<file path="config.mk">
export PLATFORM = sky130hd
export DESIGN_NAME = shift_load_sequencer
export DESIGN_NICKNAME = d
export VERILOG_FILES = /design/src/rtl/shift_seq_pkg.sv /design/src/rtl/sync_byte_fifo.sv /design/src/rtl/shift_load_sequencer.sv
export SDC_FILE = /design/constraint.sdc
export NUM_CORES = 1
export LEC_CHECK = 0
export CAP_MARGIN = 15
export CORE_UTILIZATION = 59
export DETAILED_ROUTE_END_ITERATION = 16
export GPL_ROUTABILITY_DRIVEN = 0
export PLACE_DENSITY_LB_ADDON = 0.2
export SYNTH_ARGS = -nofsm -noshare
export SYNTH_HDL_FRONTEND = slang
export SYNTH_SLANG_ARGS = --single-unit
</file>
<file path="constraint.sdc">
create_clock -name CK -period 4.7 [get_ports CK]
set_clock_uncertainty 0.15 [all_clocks]
set_input_delay 0.47 -clock CK [delete_from_list [all_inputs] [get_ports CK]]
set_output_delay 0.47 -clock CK [all_outputs]
set_load 0.1 [all_outputs]
</file>
<file path="src/rtl/shift_seq_pkg.sv">
// Shared types for the shift/load sequencer: FSM state, mode word, FIFO entry.
// Latency: n/a (types and constants only).
// Backpressure: n/a.
package shift_seq_pkg;

  localparam int NBITS_DEFAULT = 8;

  typedef logic [1:0] mode_t;

  typedef enum logic [1:0] {
    IDLE,
    LOAD,
    SHIFT,
    DONE
  } state_t;

  // One buffered byte together with the mode that travels with it (10 bits).
  typedef struct packed {
    mode_t       mode;
    logic [7:0]  data;
  } fifo_ent_t;

endpackage

</file>
<file path="src/rtl/sync_byte_fifo.sv">
// Synchronous FIFO of byte+mode entries; head is visible combinationally.
// Latency: a push is visible at head/level the cycle after the edge it is taken on.
// Backpressure: none internally; the caller must not push when full or pop when empty.
//
// Ports: core_clk/arst_n clock and async active-low reset; clear empties the FIFO
// synchronously; push_vld/push_dat write an entry; pop_vld retires head_dat;
// level is the number of entries held (0..DEPTH).
module sync_byte_fifo
  import shift_seq_pkg::*;
#(
  parameter int DEPTH = 4
) (
  input  logic                       core_clk,
  input  logic                       arst_n,
  input  logic                       clear,
  input  logic                       push_vld,
  input  fifo_ent_t                  push_dat,
  input  logic                       pop_vld,
  output fifo_ent_t                  head_dat,
  output logic [$clog2(DEPTH+1)-1:0] level
);

  localparam int AW = (DEPTH > 1) ? $clog2(DEPTH) : 1;
  localparam int LW = $clog2(DEPTH+1);

  fifo_ent_t     mem [DEPTH];
  logic [AW-1:0] wr_ptr;
  logic [AW-1:0] rd_ptr;

  assign head_dat = mem[rd_ptr];

  // DEPTH is a power of two, so the pointers wrap on their natural overflow.
  always_ff @(posedge core_clk or negedge arst_n) begin
    if (!arst_n) begin
      wr_ptr <= '0;
      rd_ptr <= '0;
      level  <= '0;
    end else if (clear) begin
      wr_ptr <= '0;
      rd_ptr <= '0;
      level  <= '0;
    end else begin
      if (push_vld) wr_ptr <= wr_ptr + AW'(1);
      if (pop_vld)  rd_ptr <= rd_ptr + AW'(1);
      case ({push_vld, pop_vld})
        2'b10:   level <= level + LW'(1);
        2'b01:   level <= level - LW'(1);
        default: level <= level;
      endcase
    end
  end

  // Storage needs no reset: nothing is read before it has been written.
  always_ff @(posedge core_clk) begin
    if (push_vld && !clear) mem[wr_ptr] <= push_dat;
  end

endmodule

</file>
<file path="src/rtl/shift_load_sequencer.sv">
// Buffers byte+mode words and walks the register stage through load, NBITS shifts, done.
// Latency: push at E0, pop at E1, sr_load high in the cycle after E2; 10-cycle frames back-to-back.
// Backpressure: in_ready drops while the FIFO is full or flush is asserted.
//
// Ports: CK/RN clock and async active-low reset; in_valid/in_ready/in_data/in_mode
// byte intake; flush aborts the frame and empties the FIFO; sr_en/sr_load/sr_data/
// sr_mode drive the register stage; busy, frame_done, aborted, shift_cnt and
// fifo_level report status to the surrounding control logic.
module shift_load_sequencer
  import shift_seq_pkg::*;
#(
  parameter int DEPTH = 4,
  parameter int NBITS = NBITS_DEFAULT
) (
  input  logic                       CK,
  input  logic                       RN,
  input  logic                       in_valid,
  input  logic [7:0]                 in_data,
  input  mode_t                      in_mode,
  output logic                       in_ready,
  input  logic                       flush,
  output logic                       sr_en,
  output logic                       sr_load,
  output logic [7:0]                 sr_data,
  output mode_t                      sr_mode,
  output logic                       busy,
  output logic                       frame_done,
  output logic                       aborted,
  output logic [$clog2(NBITS)-1:0]   shift_cnt,
  output logic [$clog2(DEPTH+1)-1:0] fifo_level
);

  localparam int CW = $clog2(NBITS);
  localparam int LW = $clog2(DEPTH+1);

  state_t        state;
  logic [CW-1:0] cnt;
  fifo_ent_t     head;
  fifo_ent_t     push_ent;
  logic          push;
  logic          pop;

  assign in_ready = (fifo_level < LW'(DEPTH)) && !flush;
  assign push     = in_valid && in_ready;
  // A new byte is taken only between frames; flush blocks the pop.
  assign pop      = !flush && (fifo_level != '0) && ((state == IDLE) || (state == DONE));
  assign push_ent = '{mode: in_mode, data: in_data};

  sync_byte_fifo #(
    .DEPTH (DEPTH)
  ) u_fifo (
    .core_clk (CK),
    .arst_n   (RN),
    .clear    (flush),
    .push_vld (push),
    .push_dat (push_ent),
    .pop_vld  (pop),
    .head_dat (head),
    .level    (fifo_level)
  );

  // Status and strobe outputs are a registered decode of the state being left,
  // so they trail the internal state by one cycle. sr_data/sr_mode are captured
  // on the pop, one cycle ahead of sr_load, so the byte is stable when loaded.
  always_ff @(posedge CK or negedge RN) begin
    if (!RN) begin
      state      <= IDLE;
      cnt        <= '0;
      sr_en      <= 1'b0;
      sr_load    <= 1'b0;
      sr_data    <= 8'h00;
      sr_mode    <= 2'b00;
      busy       <= 1'b0;
      frame_done <= 1'b0;
      aborted    <= 1'b0;
      shift_cnt  <= '0;
    end else if (flush) begin
      state      <= IDLE;
      cnt        <= '0;
      sr_en      <= 1'b0;
      sr_load    <= 1'b0;
      busy       <= 1'b0;
      frame_done <= 1'b0;
      shift_cnt  <= '0;
      // Only a frame that is still loading or shifting counts as killed.
      aborted    <= (state == LOAD) || (state == SHIFT);
    end else begin
      aborted    <= 1'b0;
      sr_en      <= (state == LOAD) || (state == SHIFT);
      sr_load    <= (state == LOAD);
      busy       <= (state != IDLE);
      frame_done <= (state == DONE);
      shift_cnt  <= (state == SHIFT) ? cnt : '0;

      if (pop) begin
        sr_data <= head.data;
        sr_mode <= head.mode;
      end

      case (state)
        IDLE: begin
          if (pop) state <= LOAD;
        end
        LOAD: begin
          state <= SHIFT;
          cnt   <= '0;
        end
        SHIFT: begin
          if (cnt == CW'(NBITS - 1)) begin
            state <= DONE;
            cnt   <= '0;
          end else begin
            cnt <= cnt + CW'(1);
          end
        end
        DONE: begin
          state <= pop ? LOAD : IDLE;
          cnt   <= '0;
        end
        default: begin
          state <= IDLE;
          cnt   <= '0;
        end
      endcase
    end
  end

endmodule

</file>
==> reports/summary.log, run 1 <==
qor: critical_path.timing.rr.end u_fifo.level[2]
qor: timing.worst-slew-pin-transition 0.979 ns
qor: finish.drive_gt1_share 15.8%
qor: critical_path.r2r_slack 2.13 ns
qor: power.share_seq_of_total_power 37.1%
qor: finish.fin_nets 249
qor: route.totalWireLength 5.07 mm
qor: cts.postCtsSetupRepairBufs 0
qor: critical_path.crit_top_cell sky130_fd_sc_hd__clkdlybuf4s50_1
qor: power.p_leak 1.34 nW
qor: critical_path.cp_max_fo 20
qor: timing.rsz0062_at_grt no
qor: floorplanning.die_width 72.9 um
qor: power.p_per_area 640 nW/um^2
qor: finish.final_design_area_no_fill 3530 um^2
qor: route.wl_met1 2.07 mm
qor: critical_path.worst-r2r-cell-count 7
qor: timing.hold_violation_count_in_the_final_report 0
qor: floorplanning.die-height 72.9 um
qor: cts.clock_tree.root_cell sky130_fd_sc_hd__clkbuf_8
qor: run.max_cap_violations 0
qor: finish.seqCellArea 1950 um^2
qor: timing.max_slew_margin 34.5%
qor: route.ant_nets_after_route 0
qor: critical_path.critPathBufInv 3
qor: global_routing.grt_pass1_vias 1,745
qor: logic_synthesis.mappedNetlistNets 208
qor: cts.clk_latency 0.33 ns
qor: floorplanning.dieArea 5320 um^2
qor: critical_path.timing.critical_path.from_type input pin
qor: place.placed_area 3370 um^2
qor: power.switching_share 44.0%
qor: power.p_sw 0.995 mW
qor: cts.cts.hold.buffers_added 0
qor: route.topRoutingLayerUsed met4
qor: critical_path.worstPathRequired 4.08 ns
qor: place.place_hpwl 3.36 mm
qor: critical_path.cp.depth 4
qor: global_routing.gr_usage_total 22.2%
qor: timing.clock.fmax 339 MHz
qor: cts.ctsLongestPathBuffers 2
qor: critical_path.crit_path_end_kind output pin
qor: critical_path.cpMaxStageDelayCell sky130_fd_sc_hd__clkdlybuf4s50_1
qor: cts.post_cts_resized 0
qor: worst_hold_path.worstHoldPathType flip-flop to flip-flop
qor: floorplanning.core_area 4790 um^2
qor: timing.setup-tns-final 0 ns
qor: logic_synthesis.synth.avg_cell_area 16.3 um^2
qor: floorplanning.floorplan.initialDensity 62.0%
qor: cts.h-tree-depth 3
qor: logic_synthesis.post_synth_inst_count 182
qor: critical_path.critical_path.top_delay_family buffers and inverters
qor: route.drt_first_iter_violations 120
qor: power.ir_worst_vdd 0.381 mV
qor: route.detailed_routing_iteration_count_for_the_pre_antenna_repair_pass 5
qor: cts.tritoncts done
qor: logic_synthesis.summed_instance_area_of_the_synthesized_netlist 2970 um^2
qor: route.route.met3.wl 267 um
qor: route.vias_per_cell 5.64
qor: global_routing.globalRoute.totalOverflow 0
qor: critical_path.cp_cell_sequence clkdlybuf4s50_1, buf_4, nor2_1, clkdlybuf4s50_1
qor: finish.layout-area-overhead-vs-synth 19.1%
qor: logic_synthesis.synth.yosys.warnings 0
qor: outcome.status completed
qor: finish.antenna_cells_inserted 0
qor: timing.final_period_minus_worst_setup_slack 2.95 ns
qor: cts.cts_inserted_buffers 9
qor: cts.tritoncts_num_sinks 70
qor: timing.timing_max_transition_violations_final 0
qor: route.wl_per_cell 17.2 um
qor: finish.layout.cells.most_common sky130_fd_sc_hd__edfxtp_1
qor: critical_path.critPathMaxStageDelay 1.14 ns
qor: route.wl_met2 2.64 mm
qor: timing.period_share 62.8%
qor: power.p_comb_share 45.1%
qor: timing.setup_viol_count_final 0
qor: floorplanning.site_rows 25
qor: logic_synthesis.synth.ff_latch_count 70
qor: power.power.clock.fraction 17.8%
qor: finish.layout_common_cells sky130_fd_sc_hd__edfxtp_1, sky130_fd_sc_hd__clkdlybuf4s50_1, sky130_fd_sc_hd__dfrtp_1
qor: cts.path_clk_slew 0.06 ns
qor: finish.finalCoreUtilization 73.8%
qor: place.io_buffer_count 35
qor: global_routing.grt_pass1_wl 8.28 mm
qor: critical_path.critical_path.reg2reg.startpoint state[1]
qor: finish.multiInputGateArea 947 um^2
qor: power.cellInternalPower 1.27 mW
qor: logic_synthesis.number_of_different_library_cells_in_the_post_synthesis_netlist 37
qor: critical_path.setup_crit_start flush
qor: global_routing.antenna_violations_before_repair 0
qor: global_routing.grt_max_degree 31
qor: critical_path.arrival 2.33 ns
qor: floorplanning.io-pin-count 36
qor: logic_synthesis.synth_sequential_area_ratio 65.8%
qor: finish.final_layout_fill_cell_count 301
qor: critical_path.timing_worst_setup_path_type input pin to output pin
qor: route.vias 1,664
qor: route.remaining_design_rule_violation_count 0
qor: critical_path.critical_path.endpoint in_ready
-- Yosys cell counts --
library cell,count,area [um^2]
sky130_fd_sc_hd__nor2b_1,5,31.3
sky130_fd_sc_hd__a211o_1,1,8.76
sky130_fd_sc_hd__nor3_1,1,5.00
sky130_fd_sc_hd__and3_1,3,18.8
sky130_fd_sc_hd__ha_1,11,138
sky130_fd_sc_hd__mux2i_1,2,20.0
sky130_fd_sc_hd__mux4_1,3,78.8
sky130_fd_sc_hd__or3_1,1,6.26
sky130_fd_sc_hd__nor3_4,2,32.5
sky130_fd_sc_hd__buf_6,2,22.5
sky130_fd_sc_hd__or3_2,1,7.51
sky130_fd_sc_hd__mux4_2,7,158
sky130_fd_sc_hd__and2_1,5,31.3
sky130_fd_sc_hd__o211ai_1,2,15.0
sky130_fd_sc_hd__o21a_1,2,15.0
sky130_fd_sc_hd__a32oi_1,1,8.76
sky130_fd_sc_hd__fa_1,1,20.0
sky130_fd_sc_hd__buf_2,3,15.0
sky130_fd_sc_hd__inv_1,6,22.5
sky130_fd_sc_hd__mux2_2,11,124
sky130_fd_sc_hd__nor4_1,2,12.5
sky130_fd_sc_hd__nand2_1,6,22.5
sky130_fd_sc_hd__a31oi_1,1,6.26
sky130_fd_sc_hd__xnor2_1,3,26.3
sky130_fd_sc_hd__nand2b_1,1,6.26
sky130_fd_sc_hd__o31ai_1,1,7.51
sky130_fd_sc_hd__nor3b_4,1,18.8
sky130_fd_sc_hd__edfxtp_1,40,1200
sky130_fd_sc_hd__a21oi_1,6,30.0
sky130_fd_sc_hd__a21o_2,1,8.76
sky130_fd_sc_hd__o21ai_0,5,25.0
sky130_fd_sc_hd__dfrtp_1,30,751
sky130_fd_sc_hd__nor3b_1,2,15.0
sky130_fd_sc_hd__nor2_1,9,33.8
sky130_fd_sc_hd__xor2_1,1,8.76
sky130_fd_sc_hd__a22oi_1,1,7.51
sky130_fd_sc_hd__clkbuf_1,2,7.51
-- power by group through the flow --
stage          Sequential [mW]  Combinational, mW  Clock (mW)
3_5_place_dp             0.852               1.02           0
4_1_cts                  0.841               1.03       0.410
2_1_floorplan             1.28              0.365           0
5_1_grt                  0.852               1.07       0.437
3_3_place_gp             0.844              0.991           0
6_report                 0.839               1.02       0.402
-- layout make-up --
cell class | instances | area share [%]
clock buffer | 14 | 4.32
clock inverter | 2 | 0.248
inverter | 6 | 0.638
multi-input combinational | 99 | 26.8
sequential | 70 | 55.3
tap | 67 | 2.37
timing repair buffer | 37 | 10.3
-- per-stage QoR --
| stage | instances | power [mW] | setup slack [ns] | hold WS [ns] |
|---|---|---|---|---|
| global route | 295 | 2.36 | 1.65 | 0.382 |
| floorplan | 182 | 1.64 | 1.75 | 0.0244 |
| global placement | 279 | 1.83 | 1.77 | 0.340 |
| detailed placement | 279 | 1.88 | 1.76 | 0.346 |
| finish | 295 | 2.26 | 1.75 | 0.353 |
| CTS | 295 | 2.28 | 1.76 | 0.361 |
-- logic make-up (layout without fill, tap and decap cells) --
kind of cell               Yosys count  after routing  share of synthesized area, %
xor gates and xnor gates             4              4                          1.18
muxes                               23             23                          12.8
DFF                                 70             70                          65.8
buffers and inverters               13             59                          2.28
AOI/OAI and AO/OA                   21             21                          4.47
and+or+nand+nor                     39             39                          8.14
adders and majority gates           12             12                          5.31
-- registers in the layout, summed over array words and instances, names as in the netlist --
signal,count
u_fifo.level,3
frame_done,1
u_fifo.rd_ptr,2
shift_cnt,3
cnt,3
u_fifo.mem,40
state,2
sr_mode,2
sr_load,1
aborted,1
u_fifo.wr_ptr,2
sr_en,1
busy,1
sr_data,8
-- per-layer routing --
metal	GRT usage (%)	up-vias
li1	-	759
met1	26.0	845
met2	37.9	53
met3	6.08	7
met4	10.9	0
met5	0	-
-- worst min path at each step --
stage                    start    endpoint  slack [ns]  cells after the start
floorplan                   RN     aborted        0.02                      0
global placement    sr_data[4]  sr_data[4]        0.34                      1
detailed placement  sr_data[6]  sr_data[6]        0.35                      1
CTS                 sr_data[6]  sr_data[6]        0.36                      1
global route        sr_data[0]  sr_data[0]        0.38                      1
finish              sr_data[6]  sr_data[6]        0.35                      1
Note: power is estimated with default switching activity, not from simulation.
==> run 2, diff against run 1 <==
- CORE_UTILIZATION: 59 -> 55
- clock period: 4.7 -> 3 ns (I/O delays scaled with it)
==> run 2 against run 1 <==
Via count fell by 1.4%. Hold slack got worse by 0.15 ns. Count of clock-buffer cells in the layout fell by 2. Largest cell class unchanged.
==> reports/summary.log, run 2 (synthesis results as in run 1) <==
qor: outcome.status completed
qor: critical_path.worstPathRequired 3.10 ns [-0.98 ns]
qor: place.dpl_worst_slack 0.516 ns [-1.24 ns]
qor: timing.postLayoutSetupSlackWorst 0.667 ns [-1.08 ns]
qor: finish.layout-area-overhead-vs-synth 19.8%
qor: run.max_cap_violations 0 [unchanged]
qor: timing.clock.fmax 429 MHz
qor: place.dp.cells 284 [+1.8%]
qor: finish.final_cells 300 [+1.7%]
qor: cts.post_cts_resized 0 [unchanged]
qor: cts.cts_inserted_buffers 9 [unchanged]
qor: global_routing.globalRoute.totalOverflow 0 [unchanged]
qor: finish.fin_nets 251 [+0.80%]
qor: route.vias_per_cell 5.47 [-3.0%]
qor: timing.timing_max_transition_violations_final 0 [unchanged]
qor: global_routing.grt_pass1_wl 8.03 mm [-3.0%]
qor: critical_path.cp_max_fo 8 [-60%]
qor: floorplanning.die-height 75.4 um [+3.5%]
qor: finish.reg.largest.list u_fifo.mem (40), sr_data (8)
qor: cts.clk_latency 0.33 ns [about the same]
qor: finish.layout.cells.most_common sky130_fd_sc_hd__edfxtp_1
qor: cts.postCtsSetupRepairBufs 0 [unchanged]
qor: global_routing.gr_usage_total 20.3% [-1.9 points]
qor: floorplanning.floorplan.initialDensity 57.7% [-4.3 points]
qor: cts.tritoncts done
qor: timing.max_slew_margin 54.9% [+20 points]
qor: cts.ctsLongestPathBuffers 2 [unchanged]
qor: cts.h-tree-depth 3 [unchanged]
qor: finish.antenna_cells_inserted 0 [unchanged]
qor: cts.clock_tree.root_cell sky130_fd_sc_hd__clkbuf_8
qor: timing.final_period_minus_worst_setup_slack 2.33 ns
qor: timing.rsz0062_at_grt no
qor: route.vias 1,641 [-1.4%]
qor: finish.register_with_the_highest_flop_count u_fifo.mem
qor: timing.worst-slew-pin-transition 0.677 ns [-0.302 ns]
qor: place.io_buffer_count 35 [unchanged]
qor: route.totalWireLength 5.05 mm [-0.34%]
qor: power.ir_worst_vdd 0.544 mV [+43%]
qor: global_routing.antenna_violations_before_repair 0 [unchanged]
qor: critical_path.crit_path_end_kind flip-flop
qor: critical_path.timing_worst_setup_path_type flip-flop to flip-flop
qor: finish.layout_common_cells sky130_fd_sc_hd__edfxtp_1, sky130_fd_sc_hd__dfrtp_1, sky130_fd_sc_hd__buf_4
qor: floorplanning.core_area 5140 um^2 [+7.4%]
qor: timing.setup_viol_count_final 0 [unchanged]
qor: route.ant_nets_after_route 0 [unchanged]
qor: cts.tritoncts_num_sinks 70 [unchanged]
qor: finish.drive_gt1_share 26.5% [+11 points]
qor: global_routing.grt_max_degree 31 [unchanged]
qor: global_routing.grt_pass1_vias 1,694 [-2.9%]
qor: floorplanning.die_width 75.4 um [+3.5%]
qor: critical_path.arrival 2.43 ns [+0.10 ns]
qor: timing.period_share 77.8%
qor: cts.cts.hold.buffers_added 0 [unchanged]
qor: worst_hold_path.worstHoldPathType input pin to async pin
qor: route.detailed_routing_iteration_count_for_the_pre_antenna_repair_pass 4 [-1]
qor: timing.setup-tns-final 0 ns [unchanged]
qor: route.remaining_design_rule_violation_count 0 [unchanged]
qor: timing.hold_violation_count_in_the_final_report 0 [unchanged]
qor: power.p_per_area 1040 nW/um^2 [+62%]
qor: cts.path_clk_slew 0.07 ns [about the same]
qor: floorplanning.io-pin-count 36 [unchanged]
qor: critical_path.r2r_slack 0.67 ns [-1.46 ns]
qor: place.place_hpwl 3.36 mm [+0.27%]
qor: floorplanning.site_rows 26 [+4.0%]
qor: critical_path.worst-r2r-cell-count 7 [unchanged]
qor: critical_path.timing.critical_path.from_type flip-flop
qor: floorplanning.dieArea 5690 um^2 [+7.1%]
qor: route.wl_per_cell 16.8 um [-2.0%]
qor: route.drt_first_iter_violations 83 [-31%]
qor: finish.number_of_flip_flops_in_the_largest_register 40 [unchanged]
qor: power.p_leak 1.40 nW [+4.9%]
run 2: cell count changes in the layout (fill, tap and decap cells not counted), sizes merged:
| cell | previous run | this run |
|---|---|---|
| bufinv | 0 | 2 |
| clkbuf | 14 | 12 |
| clkdlybuf4s50 | 35 | 13 |
| buf | 2 | 26 |
run 2: routing by layer:
metal	track usage, %	routed length, um
met1	24.6	2140
met2	34.7	2720
met3	6.88	157
met4	6.17	33
met5	0	0
run 2: area by class of cell:
class | count | area [um^2]
sequential | 70 | 1950
multi-input combinational | 99 | 947
timing repair buffer | 39 | 338
fill | 371 | 1590
tap | 70 | 87.6
inverter | 6 | 22.5
clock buffer | 12 | 135
clock inverter | 4 | 72.6
run 2: critical path, cell delays in order, from the launching register on:
cell and delay (ns):
sky130_fd_sc_hd__dfrtp_1 0.41, sky130_fd_sc_hd__inv_1 0.12, sky130_fd_sc_hd__ha_1 0.48, sky130_fd_sc_hd__nor4_1 0.11, sky130_fd_sc_hd__fa_1 0.41, sky130_fd_sc_hd__nor4_1 0.29
sky130_fd_sc_hd__o21ai_0 0.12, sky130_fd_sc_hd__a31oi_1 0.16
run 2: path summary, 6_finish.rpt:
path,from,end
max reg2reg,state[0],u_fifo.level[2]
min in group CK,sr_data[0],sr_data[0]
min,RN,sr_data[4]
max in group asynchronous,RN,state[0]
min reg2reg,sr_data[0],sr_data[0]
max,state[0],u_fifo.level[2]
run 2: through the flow:
step | total power, mW | hold slack (ns) | cell area [um^2] | utilization, %
2_1_floorplan | 2.57 | -0.146 | 2970 | -
4_1_cts | 3.72 | 0.219 | 3550 | 69.2
6_report | 3.69 | 0.207 | 3550 | 69.2
5_1_grt | 3.86 | 0.229 | 3550 | 69.2
3_3_place_gp | 2.87 | 0.343 | 3350 | 65.1
3_5_place_dp | 2.92 | 0.352 | 3350 | 65.1
run 2: report_power, final:
group	switching [mW]	total, mW	internal [mW]
Combinational	1.10	1.57	0.468
Sequential	0.141	1.32	1.18
Clock	0.331	0.799	0.468
